<file path="src/rtl/gfg_pkg.sv">
// Shared graphics-pipeline definitions: FSM encoding, default frame geometry,
// pixel colour field layout and small elaboration-time helpers.
package gfg_pkg;

  localparam logic [1:0] ST_IDLE  = 2'd0;
  localparam logic [1:0] ST_SETUP = 2'd1;
  localparam logic [1:0] ST_DRAW  = 2'd2;
  localparam logic [1:0] ST_DONE  = 2'd3;

  localparam int HRES_DEF        = 80;
  localparam int VRES_DEF        = 60;
  localparam int COLOR_DEPTH_DEF = 12;

  // 12-bit pixel layout R[11:8] G[7:4] B[3:0]
  localparam int R_OFS = 8;
  localparam int G_OFS = 4;
  localparam int B_OFS = 0;

  function automatic int max2(input int a, input int b);
    return (a > b) ? a : b;
  endfunction

endpackage

</file>
<file path="src/rtl/bresenham_step.sv">
// One combinational Bresenham step: both axis updates derive from the same e2.
module bresenham_step #(
  parameter int XW = 7,
  parameter int YW = 6,
  parameter int W  = 10
) (
  input  logic [XW-1:0]       cur_x,
  input  logic [YW-1:0]       cur_y,
  input  logic signed [W-1:0] err,
  input  logic signed [W-1:0] dx,
  input  logic signed [W-1:0] dy,
  input  logic                sx_neg,
  input  logic                sy_neg,
  output logic [XW-1:0]       nxt_x,
  output logic [YW-1:0]       nxt_y,
  output logic signed [W-1:0] nxt_err
);

  logic signed [W-1:0] e2;

  always_comb begin
    e2      = err <<< 1;
    nxt_err = err;
    nxt_x   = cur_x;
    nxt_y   = cur_y;
    if (e2 >= dy) begin
      nxt_err = nxt_err + dy;
      nxt_x   = sx_neg ? cur_x - XW'(1) : cur_x + XW'(1);
    end
    if (e2 <= dx) begin
      nxt_err = nxt_err + dx;
      nxt_y   = sy_neg ? cur_y - YW'(1) : cur_y + YW'(1);
    end
  end

endmodule

</file>
<file path="src/rtl/line_rasterizer.sv">
// Solid-colour line drawer: one Bresenham pixel per cycle into the frame
// buffer rasterizer write port, with go/busy/done/error command handshake.
module line_rasterizer
  import gfg_pkg::*;
#(
  parameter int HORIZ_RESOLUTION = HRES_DEF,
  parameter int VERT_RESOLUTION  = VRES_DEF,
  parameter int COLOR_DEPTH      = COLOR_DEPTH_DEF,
  localparam int XW = $clog2(HORIZ_RESOLUTION),
  localparam int YW = $clog2(VERT_RESOLUTION)
) (
  input  logic                   i_clk,
  input  logic                   i_srst,
  input  logic                   i_go,
  input  logic [XW-1:0]          i_x0,
  input  logic [XW-1:0]          i_x1,
  input  logic [YW-1:0]          i_y0,
  input  logic [YW-1:0]          i_y1,
  input  logic [COLOR_DEPTH-1:0] i_color,
  output logic                   o_busy,
  output logic                   o_done,
  output logic                   o_error,
  output logic [XW-1:0]          o_horiz_write_addr,
  output logic [YW-1:0]          o_vert_write_addr,
  output logic                   o_write_en,
  output logic [COLOR_DEPTH-1:0] o_write_pixel_data
);

  localparam int W = max2(XW, YW) + 3;
  localparam logic [XW-1:0] XMAX = XW'(HORIZ_RESOLUTION - 1);
  localparam logic [YW-1:0] YMAX = YW'(VERT_RESOLUTION - 1);

  logic [1:0]             state;
  logic [XW-1:0]          x0_q, x1_q, cur_x, nxt_x;
  logic [YW-1:0]          y0_q, y1_q, cur_y, nxt_y;
  logic [COLOR_DEPTH-1:0] color_q;
  logic signed [W-1:0]    dx_q, dy_q, err_q, nxt_err;
  logic                   sx_neg, sy_neg;

  logic signed [W-1:0] x0s, x1s, y0s, y1s, dx_c, dy_c;
  logic                sxn_c, syn_c, go_bad, at_end;

  assign go_bad = (i_x0 > XMAX) || (i_x1 > XMAX) || (i_y0 > YMAX) || (i_y1 > YMAX);
  assign at_end = (cur_x == x1_q) && (cur_y == y1_q);

  // Zero-extend coordinates so the signed differences cannot wrap
  assign x0s   = $signed({{(W-XW){1'b0}}, x0_q});
  assign x1s   = $signed({{(W-XW){1'b0}}, x1_q});
  assign y0s   = $signed({{(W-YW){1'b0}}, y0_q});
  assign y1s   = $signed({{(W-YW){1'b0}}, y1_q});
  assign sxn_c = x1_q < x0_q;
  assign syn_c = y1_q < y0_q;
  assign dx_c  = sxn_c ? (x0s - x1s) : (x1s - x0s);
  assign dy_c  = syn_c ? (y1s - y0s) : (y0s - y1s);

  bresenham_step #(.XW(XW), .YW(YW), .W(W)) u_step (
    .cur_x   (cur_x),
    .cur_y   (cur_y),
    .err     (err_q),
    .dx      (dx_q),
    .dy      (dy_q),
    .sx_neg  (sx_neg),
    .sy_neg  (sy_neg),
    .nxt_x   (nxt_x),
    .nxt_y   (nxt_y),
    .nxt_err (nxt_err)
  );

  always_ff @(posedge i_clk) begin
    if (i_srst) begin
      state              <= ST_IDLE;
      o_busy             <= 1'b0;
      o_done             <= 1'b0;
      o_error            <= 1'b0;
      o_write_en         <= 1'b0;
      o_horiz_write_addr <= '0;
      o_vert_write_addr  <= '0;
      o_write_pixel_data <= '0;
      x0_q <= '0; x1_q <= '0; y0_q <= '0; y1_q <= '0;
      cur_x <= '0; cur_y <= '0; color_q <= '0;
      dx_q <= '0; dy_q <= '0; err_q <= '0;
      sx_neg <= 1'b0; sy_neg <= 1'b0;
    end else begin
      o_error <= 1'b0;
      case (state)
        ST_IDLE: begin
          // The error pulse cycle doubles as the turnaround after a reject
          if (i_go && !o_error) begin
            x0_q <= i_x0; x1_q <= i_x1; y0_q <= i_y0; y1_q <= i_y1;
            color_q <= i_color;
            if (go_bad) begin
              o_error <= 1'b1;
            end else begin
              state  <= ST_SETUP;
              o_busy <= 1'b1;
            end
          end
        end
        ST_SETUP: begin
          dx_q   <= dx_c;
          dy_q   <= dy_c;
          err_q  <= dx_c + dy_c;
          sx_neg <= sxn_c;
          sy_neg <= syn_c;
          cur_x  <= x0_q;
          cur_y  <= y0_q;
          o_horiz_write_addr <= x0_q;
          o_vert_write_addr  <= y0_q;
          o_write_pixel_data <= color_q;
          o_write_en         <= 1'b1;
          state              <= ST_DRAW;
        end
        ST_DRAW: begin
          // cur always mirrors the pixel currently presented on the port
          if (at_end) begin
            o_write_en <= 1'b0;
            o_done     <= 1'b1;
            state      <= ST_DONE;
          end else begin
            cur_x <= nxt_x;
            cur_y <= nxt_y;
            err_q <= nxt_err;
            o_horiz_write_addr <= nxt_x;
            o_vert_write_addr  <= nxt_y;
          end
        end
        ST_DONE: begin
          o_done <= 1'b0;
          o_busy <= 1'b0;
          state  <= ST_IDLE;
        end
        default: state <= ST_IDLE;
      endcase
    end
  end

endmodule
</file>
<file path="config.mk">
export PLATFORM = sky130hd
export DESIGN_NAME = line_rasterizer
export DESIGN_NICKNAME = d
export VERILOG_FILES = /design/src/rtl/gfg_pkg.sv /design/src/rtl/bresenham_step.sv /design/src/rtl/line_rasterizer.sv
export SDC_FILE = /design/constraint.sdc
export NUM_CORES = 1
export LEC_CHECK = 0
export CAP_MARGIN = 20
export CORE_ASPECT_RATIO = 1.75
export CORE_UTILIZATION = 31
export CTS_CLUSTER_SIZE = 8
export DETAILED_ROUTE_END_ITERATION = 6
export MAX_ROUTING_LAYER = met4
export PLACE_DENSITY_LB_ADDON = 0.2
export SYNTH_ARGS = -nofsm -noshare
export SYNTH_HDL_FRONTEND = slang
export SYNTH_SLANG_ARGS = --single-unit
</file>
<file path="constraint.sdc">
create_clock -name i_clk -period 3.8 [get_ports i_clk]
set_input_delay 0.76 -clock i_clk [delete_from_list [all_inputs] [get_ports i_clk]]
set_output_delay 0.76 -clock i_clk [all_outputs]
set_load 0.05 [all_outputs]
</file>
==> summary.md, run 1 <==
| Metric | Value |
|---|---|
| Result of the run | finished clean |
| Worst-path fanout max | 5 |
| Commonest cells after routing, fill and taps aside | sky130_fd_sc_hd__nand2_1 (102), sky130_fd_sc_hd__a21oi_1 (93), sky130_fd_sc_hd__dfxtp_1 (93) |
| Synth-to-Final Area Change | 24.7% |
| Share of the synthesized area in compound gates (AO/OA/AOI/OAI) | 0.222 |
| Sequential area share after synthesis | 0.266 |
| Pins over their slew limit | 0 |
| Pin count of the biggest net entering global routing | between 50 and 60 |
| Area post-placement | roughly 8400 sq um |
| Global routing usage summed across all routing layers | 0.204 |
| Total number of vias | around 6.4k |
| Fraction of registers with async set/reset | 0 |
| Number of sinks handled by clock tree synthesis | 95 |
| Wire length of the first global-routing pass | 35.2 mm |
| CP Class | reg -> reg |
| Min Tclk post-route | about 3.7 ns |
| Leakage power summed over all cells | around 3.6 nW |
| Final worst hold slack | about 0.46 ns |
| Worst hold path class | reg -> reg |
| Aggregate routed wire length | 22.4 mm |
| Number of iterations in the first detailed-routing pass | 4 |
| Slew of the pin with the lowest slew margin | approximately 0.84 ns |
| Adder and majority cell fraction of the synthesized area | 0.167 |
| Clk Tree Root Cell | sky130_fd_sc_hd__clkbuf_16 |
| XOR/XNOR Fraction of Synth Area | 0.0551 |
| Total number of placement rows | 73 |
| CTS tree | done |
| Number of H-tree levels | 3 |
| Overflow after GRT | 0 |
| Multiplexer area fraction after synthesis | 0.0572 |
| HPWL after detailed placement | ~18 mm |
| Horizontal die dimension | approximately 120 microns |
| Post-route cell area | 8920 sq um |
| Register bit total from synthesis | between 90 and 100 |
| Number of DRC markers in iteration 0 | 223 |
| Unique cell type count in the Yosys netlist | 80 |
| ANT cells | 0 |
| TritonCTS buffer count | 9 |
| Data required time of the critical path | a little over 4 ns |
| Clock latency reported for the late side of the worst-skew pair | approximately 0.36 ns |
| Setup violators final | 0 |
| Share of the clock period used by the worst path | 0.973 |
| Routed wirelength normalized by instance count | 17.7 microns |
| DRT antenna net count | 0 |
| Dominant combinational cell family by area after synthesis | compound AO/OA/AOI/OAI gates |
| Yosys synthesis warning count | 0 |
| Worst slew margin relative to its limit | 0.437 |
| Capturing element type of the critical path | register |
| Most common cell after layout, fill and taps aside | sky130_fd_sc_hd__nand2_1 |
| Synth Cell Area | 7150 sq um |
| Initial core utilization | 0.316 |
| Clock transition at the registers of the reported paths | 0.07 ns |
| Setup skew after layout | 0.0109 ns |
| Die boundary height | 203 microns |
| Longest Clk Path Bufs | 2 |
| Synth Instances | 867 |
| Area inside the core boundary | 22700 sq um |
| Power per Cell Area | approximately 1000 nW/um^2 |
| Number of antenna violations at the first check in global routing | 0 |
| Die area | 23700 sq um |
| IO Pins | 70 |
| Share of synthesized cell area in and, or, nand and nor gates | 0.167 |
| Final-report hold violation count | 0 |
| Port bufs | 69 |
| Layout cell share with drive strength beyond 1 | 0.135 |
| Total power draw | 8.70 mW |
| Main synth FF type | sky130_fd_sc_hd__dfxtp_1 |
| Final routed DRC violation total | 0 |
| Number of inserted filler cells in the final layout | 2397 |
| Number of maximum-capacitance constraint violations | 0 |
| Number of vias per cell after detailed routing | between 5 and 6 |
| Highest achievable clock rate | between 200 and 300 MHz |
| Element type at the critical path start | register |
| EDFF count, synth | 0 |
| Nets | ~1.1k |
| Via count of the first global-routing pass | 6693 |
| Post-synthesis net count | roughly 1000 |
| Worst Path Arrival | roughly 4.0 ns |
| Post-Synthesis Mean Instance Area | between 8 and 9 sq um |
| RSZ-0062 raised after global routing | yes |
| IR Drop Worst-Case VDD | between 0.4 and 0.5 mV |
| Routability cong. | about 0.9 |
worst max-delay path, cell delays in order (launching register included):
cell	delay, ns
sky130_fd_sc_hd__dfxtp_1	0.33
sky130_fd_sc_hd__inv_1	0.07
sky130_fd_sc_hd__ha_1	0.38
sky130_fd_sc_hd__o21ai_0	0.34
sky130_fd_sc_hd__a22oi_4	0.14
sky130_fd_sc_hd__buf_12	0.16
sky130_fd_sc_hd__mux2i_4	0.19
sky130_fd_sc_hd__o221ai_2	0.30
sky130_fd_sc_hd__a21oi_2	0.11
sky130_fd_sc_hd__or2_2	0.35
sky130_fd_sc_hd__ha_1	0.37
sky130_fd_sc_hd__o21ai_1	0.11
sky130_fd_sc_hd__nand2b_1	0.11
sky130_fd_sc_hd__o31ai_1	0.08
sky130_fd_sc_hd__xor2_1	0.16
sky130_fd_sc_hd__a221oi_2	0.29
sky130_fd_sc_hd__o21a_1	0.16
stage by stage:
stage	utilization	setup WS (ns)	setup TNS, ns	std cells
detailed placement	0.371	-0.0376	-0.0605	1245
CTS	0.389	0.0231	0	1263
floorplan	-	0.377	0	867
global placement	0.371	0.0115	0	1245
global route	0.394	-0.114	-0.114	1267
finish	0.394	0.104	0	1267
registers in the layout, summed over array words and instances, names as in the netlist, 2 cells and up:
| signal | count |
|---|---|
| x1_q | 7 |
| o_write_pixel_data | 12 |
| dy_q | 7 |
| y0_q | 6 |
| cur_x | 7 |
| color_q | 12 |
| y1_q | 6 |
| dx_q | 8 |
| state | 2 |
| cur_y | 6 |
| err_q | 9 |
| x0_q | 7 |
cells in the mapped netlist, types with 6 or more instances:
master                     count  share of area
sky130_fd_sc_hd__nand4_1      10         0.0088
sky130_fd_sc_hd__a21oi_1      95          0.067
sky130_fd_sc_hd__ha_1         81           0.14
sky130_fd_sc_hd__a21o_1       12          0.013
sky130_fd_sc_hd__o21ai_0      28          0.020
sky130_fd_sc_hd__nor2_1       67          0.035
sky130_fd_sc_hd__xnor2_1      28          0.034
sky130_fd_sc_hd__inv_1        84          0.044
sky130_fd_sc_hd__a211oi_1      7         0.0074
sky130_fd_sc_hd__fa_1          9          0.025
sky130_fd_sc_hd__xor2_1       17          0.021
sky130_fd_sc_hd__nand2_1     102          0.054
sky130_fd_sc_hd__clkbuf_1     24          0.013
sky130_fd_sc_hd__nor2b_1      11         0.0096
sky130_fd_sc_hd__mux2i_1      33          0.046
sky130_fd_sc_hd__nor4_1        9         0.0079
sky130_fd_sc_hd__nand2b_1      6         0.0053
sky130_fd_sc_hd__dfxtp_1      95           0.27
sky130_fd_sc_hd__o211ai_1      7         0.0074
sky130_fd_sc_hd__nand3_1      13         0.0091
sky130_fd_sc_hd__nor3_1       13         0.0091
cell type report:
| class | instances | area (sq um) | area share |
|---|---|---|---|
| multi-input cells | 653 | 4920 | 0.552 |
| flip-flops and latches | 95 | 1900 | 0.214 |
| repair buffers | 119 | 1090 | 0.122 |
| well taps | 300 | 375 | 0.0421 |
| inverters | 84 | 315 | 0.0354 |
| clock buffers | 9 | 225 | 0.0253 |
| clock inverters | 7 | 85.1 | 0.00954 |
path summary, 6_finish.rpt:
path / cells past startpoint / slack, ns / endpoint / startpoint
worst min-delay path: 2 / 0.46 / color_q[3] / color_q[3]
worst max register to register: 16 / 0.10 / err_q[7] / y0_q[4]
worst min register to register: 2 / 0.46 / color_q[3] / color_q[3]
worst max-delay path: 16 / 0.10 / err_q[7] / y0_q[4]
timing repair:
item / 4_1_cts / 5_1_grt
buffers inserted: 2 / 4
cloned: 0 / 0
hold buffers: 0 / 0
gates resized for setup: 8 / 16
endpoints found under the setup margin: 2 / 3
pin swaps: 1 / 5
report_power, final:
group          leakage (nW)  total (mW)  switching [mW]  internal, mW
clock                 0.153       0.978           0.453         0.525
sequential            0.777        1.48           0.248          1.24
combinational          2.70        6.24            3.63          2.61
total                  3.63        8.70            4.33          4.37
layer usage:
metal	up-vias	part of all wire	routed length [microns]	track usage
met1	2992	0.37	8300	0.198
met4	0	0.076	1710	0.155
met2	125	0.54	12000	0.364
met3	70	0.017	371	0.0224
li1	3217	-	-	-
met5	-	0	0	-
logic make-up after synthesis:
family,Yosys count
adders and majority gates,90
buffers and inverters,119
muxes,40
and+or+nand+nor,257
DFF,95
xor gates and xnor gates,45
AOI/OAI and AO/OA,221
Power figures use the tool's default switching activity.
==> run 2: changes to the inputs <==
--- a/config.mk
+++ b/config.mk
@@ -12,6 +12,7 @@
 export DETAILED_ROUTE_END_ITERATION = 6
 export MAX_ROUTING_LAYER = met4
 export PLACE_DENSITY_LB_ADDON = 0.2
+export SETUP_SLACK_MARGIN = 0.4
 export SYNTH_ARGS = -nofsm -noshare
 export SYNTH_HDL_FRONTEND = slang
 export SYNTH_SLANG_ARGS = --single-unit
==> run 2 against run 1 <==
  * Total power is 12% higher
  * Maximum frequency is 8.9% higher
  * Die area stayed put
  * Worst setup slack better by 0.30 ns
  * Critical path type unchanged
  * Non-clock buffer count is 28 higher
  * First-iteration DRC count is 0.45% lower
  * Design area is 6.8% higher
  * Hold slack hardly changed
  * Clock power hardly changed
  * Routed wire length is 2.6% higher
  * Critical path depth is 1 lower
  * Clock skew is 0.0027 ns higher
==> summary.md, run 2 (same netlist as run 1, synthesis figures left out) <==
| Metric | Value |
|---|---|
| Startpoint of the worst-slack reg-to-reg timing path | y0_q[2] |
| CP Class | reg -> reg |
| Min Tclk post-route | about 3.4 ns |
| Data required time of the critical path | about 4.1 ns |
| Worst-path fanout max | 6 |
| Slew of the pin with the lowest slew margin | approximately 0.82 ns |
| Overflow after GRT | 0 |
| IO Pins | 70 |
| Largest regs | color_q: 12 flops, o_write_pixel_data: 12 flops, err_q: 9 flops |
| Total number of vias | 6600 |
| Routed wirelength normalized by instance count | about 18 microns |
| Count of hold-fix buffers inserted at cts | 0 |
| Number of vias per cell after detailed routing | about 5.1 |
| Worst hold path class | reg -> reg |
| Initial core utilization | 0.316 |
| Pre-CTS worst setup slack | between 0.07 and 0.08 ns |
| Number of DRC markers in iteration 0 | 222 |
| Number of inserted filler cells in the final layout | approximately 2.4k |
| Horizontal die dimension | about 120 microns |
| Crit path cell chain | inv_1 > ha_4 > nand2_1 > o21bai_2 > a22oi_4 > mux2i_2 > o221ai_2 > xnor2_1 > ha_1 > nand2_1 > o211ai_1 > o31ai_1 > xor2_1 > a221oi_1 > o21a_1 |
| Global routing usage summed across all routing layers | 0.206 |
| Final routed DRC violation total | 0 |
| IR Drop Worst-Case VDD | about 0.53 mV |
| Pin count of the biggest net entering global routing | 52 |
| Layout cell share with drive strength beyond 1 | 0.215 |
| Post-route cell area | 9520 sq um |
| DRT antenna net count | 0 |
| Final-report hold violation count | 0 |
| Origin of the worst min-delay path | color_q[7] |
| RSZ-0062 raised after global routing | yes |
| Worst setup path startpoint | y0_q[2] |
| Routability cong. | ~0.90 |
| TritonCTS buffer count | 9 |
| Core occupancy in the finished layout | 0.420 |
| Setup violators final | 0 |
| Number of maximum-capacitance constraint violations | 0 |
| Element type at the critical path start | register |
| Clock transition at the registers of the reported paths | about 0.080 ns |
| Most common cell after layout, fill and taps aside | sky130_fd_sc_hd__nand2_1 |
| Leakage power summed over all cells | about 3.8 nW |
| Capturing element type of the critical path | register |
| Slowest CP cell | sky130_fd_sc_hd__dfxtp_2 |
| Share of the clock period used by the worst path | 0.894 |
| Final worst slack | between 0.4 and 0.5 ns |
| Setup TNS after final layout | 0 ns |
| Number of H-tree levels | 3 |
| Worst Hold Depth | 2 |
| Area inside the core boundary | roughly 23000 sq um |
| Library cell appearing most often on the critical path | sky130_fd_sc_hd__nand2_1 |
| Power per Cell Area | 1030 nW/um^2 |
| Nets | approximately 1.1k |
| Commonest cells after routing, fill and taps aside | sky130_fd_sc_hd__nand2_1 (101), sky130_fd_sc_hd__a21oi_1 (86), sky130_fd_sc_hd__dfxtp_1 (81) |
| ANT cells | 0 |
| Number of antenna violations at the first check in global routing | 0 |
| Pins over their slew limit | 0 |
| Crit path max-delay family | compound AO/OA/AOI/OAI gates |
| Area post-placement | ~8500 sq um |
| Aggregate routed wire length | 23.0 mm |
| Setup skew after layout | about 0.014 ns |
| Die area | between 20000 and 25000 sq um |
| Crit path buf inv count | 1 |
| Highest achievable clock rate | between 200 and 300 MHz |
| Total power draw | 9.79 mW |
| Number of sinks handled by clock tree synthesis | 95 |
| Critical path's largest stage delay | approximately 0.34 ns |
| Via count of the first global-routing pass | roughly 6.7k |
| Flop-to-flop setup slack | roughly 0.4 ns |
| Result of the run | finished clean |
| Longest Clk Path Bufs | 2 |
| CTS tree | done |
| Total number of placement rows | between 70 and 80 |
| Worst slew margin relative to its limit | 0.451 |
| Hold-critical path endpoint | color_q[7] |
| Clk Tree Root Cell | sky130_fd_sc_hd__clkbuf_16 |
| Worst Path Arrival | between 3 and 4 ns |
| Wire length of the first global-routing pass | about 35 mm |
| Register-to-Register Path Depth | 15 |
| Port bufs | 69 |
| Synth-to-Final Area Change | 33.2% |
| Number of iterations in the first detailed-routing pass | 4 |
| Clock latency reported for the late side of the worst-skew pair | 0.36 ns |
| Worst r2r dst | err_q[7] |
| Die boundary height | about 200 microns |
| HPWL after detailed placement | 17.8 mm |
## run 2: metrics by stage
stage          hold slack [ns]  instances
6_report                 0.456       1295
5_1_grt                  0.475       1295
4_1_cts                  0.457       1286
3_5_place_dp             0.447       1252
2_1_floorplan            0.436        867
3_3_place_gp             0.444       1252
## run 2: per-layer routing
metal	GRT usage	wire, microns	vias up
li1	-	-	3271
met1	0.190	8150	3122
met2	0.375	12500	124
met3	0.0254	505	83
met4	0.160	1870	0
met5	-	0	-
## run 2: how the worst max path moves through the flow
stage | end | slack (ns) | cells past startpoint
2_1_floorplan | err_q[7] | 0.41 | 16
3_3_place_gp | err_q[8] | 0.15 | 17
3_5_place_dp | err_q[8] | 0.08 | 17
4_1_cts | err_q[7] | 0.40 | 15
5_1_grt | err_q[7] | 0.20 | 15
6_report | err_q[7] | 0.40 | 15
## run 2: timing repair
action	4_1_cts	5_1_grt
gates resized for setup	65	41
cloned	0	0
pin swaps	27	25
endpoints found under the setup margin	7	6
buffers inserted	18	9
## run 2: power breakdown
group / leakage [nW] / internal, mW / total, mW / switching [mW]
sequential: 0.782 / 1.24 / 1.52 / 0.277
combinational: 2.88 / 3.33 / 7.30 / 3.96
clock: 0.151 / 0.527 / 0.976 / 0.449
## run 2: worst min-delay path, cell delays in order, from the launching register on
cell	delay [ns]
sky130_fd_sc_hd__dfxtp_1	0.31
sky130_fd_sc_hd__nand2_1	0.05
sky130_fd_sc_hd__a21oi_1	0.05
## run 2: final cells by class
cell class              count  area [sq um]  share of cell area
multi-input cells         653          5300               0.556
flip-flops and latches     95          1920               0.202
repair buffers            147          1290               0.136
well taps                 300           375              0.0394
inverters                  84           318              0.0334
clock buffers               9           225              0.0237
clock inverters             7          91.3             0.00959
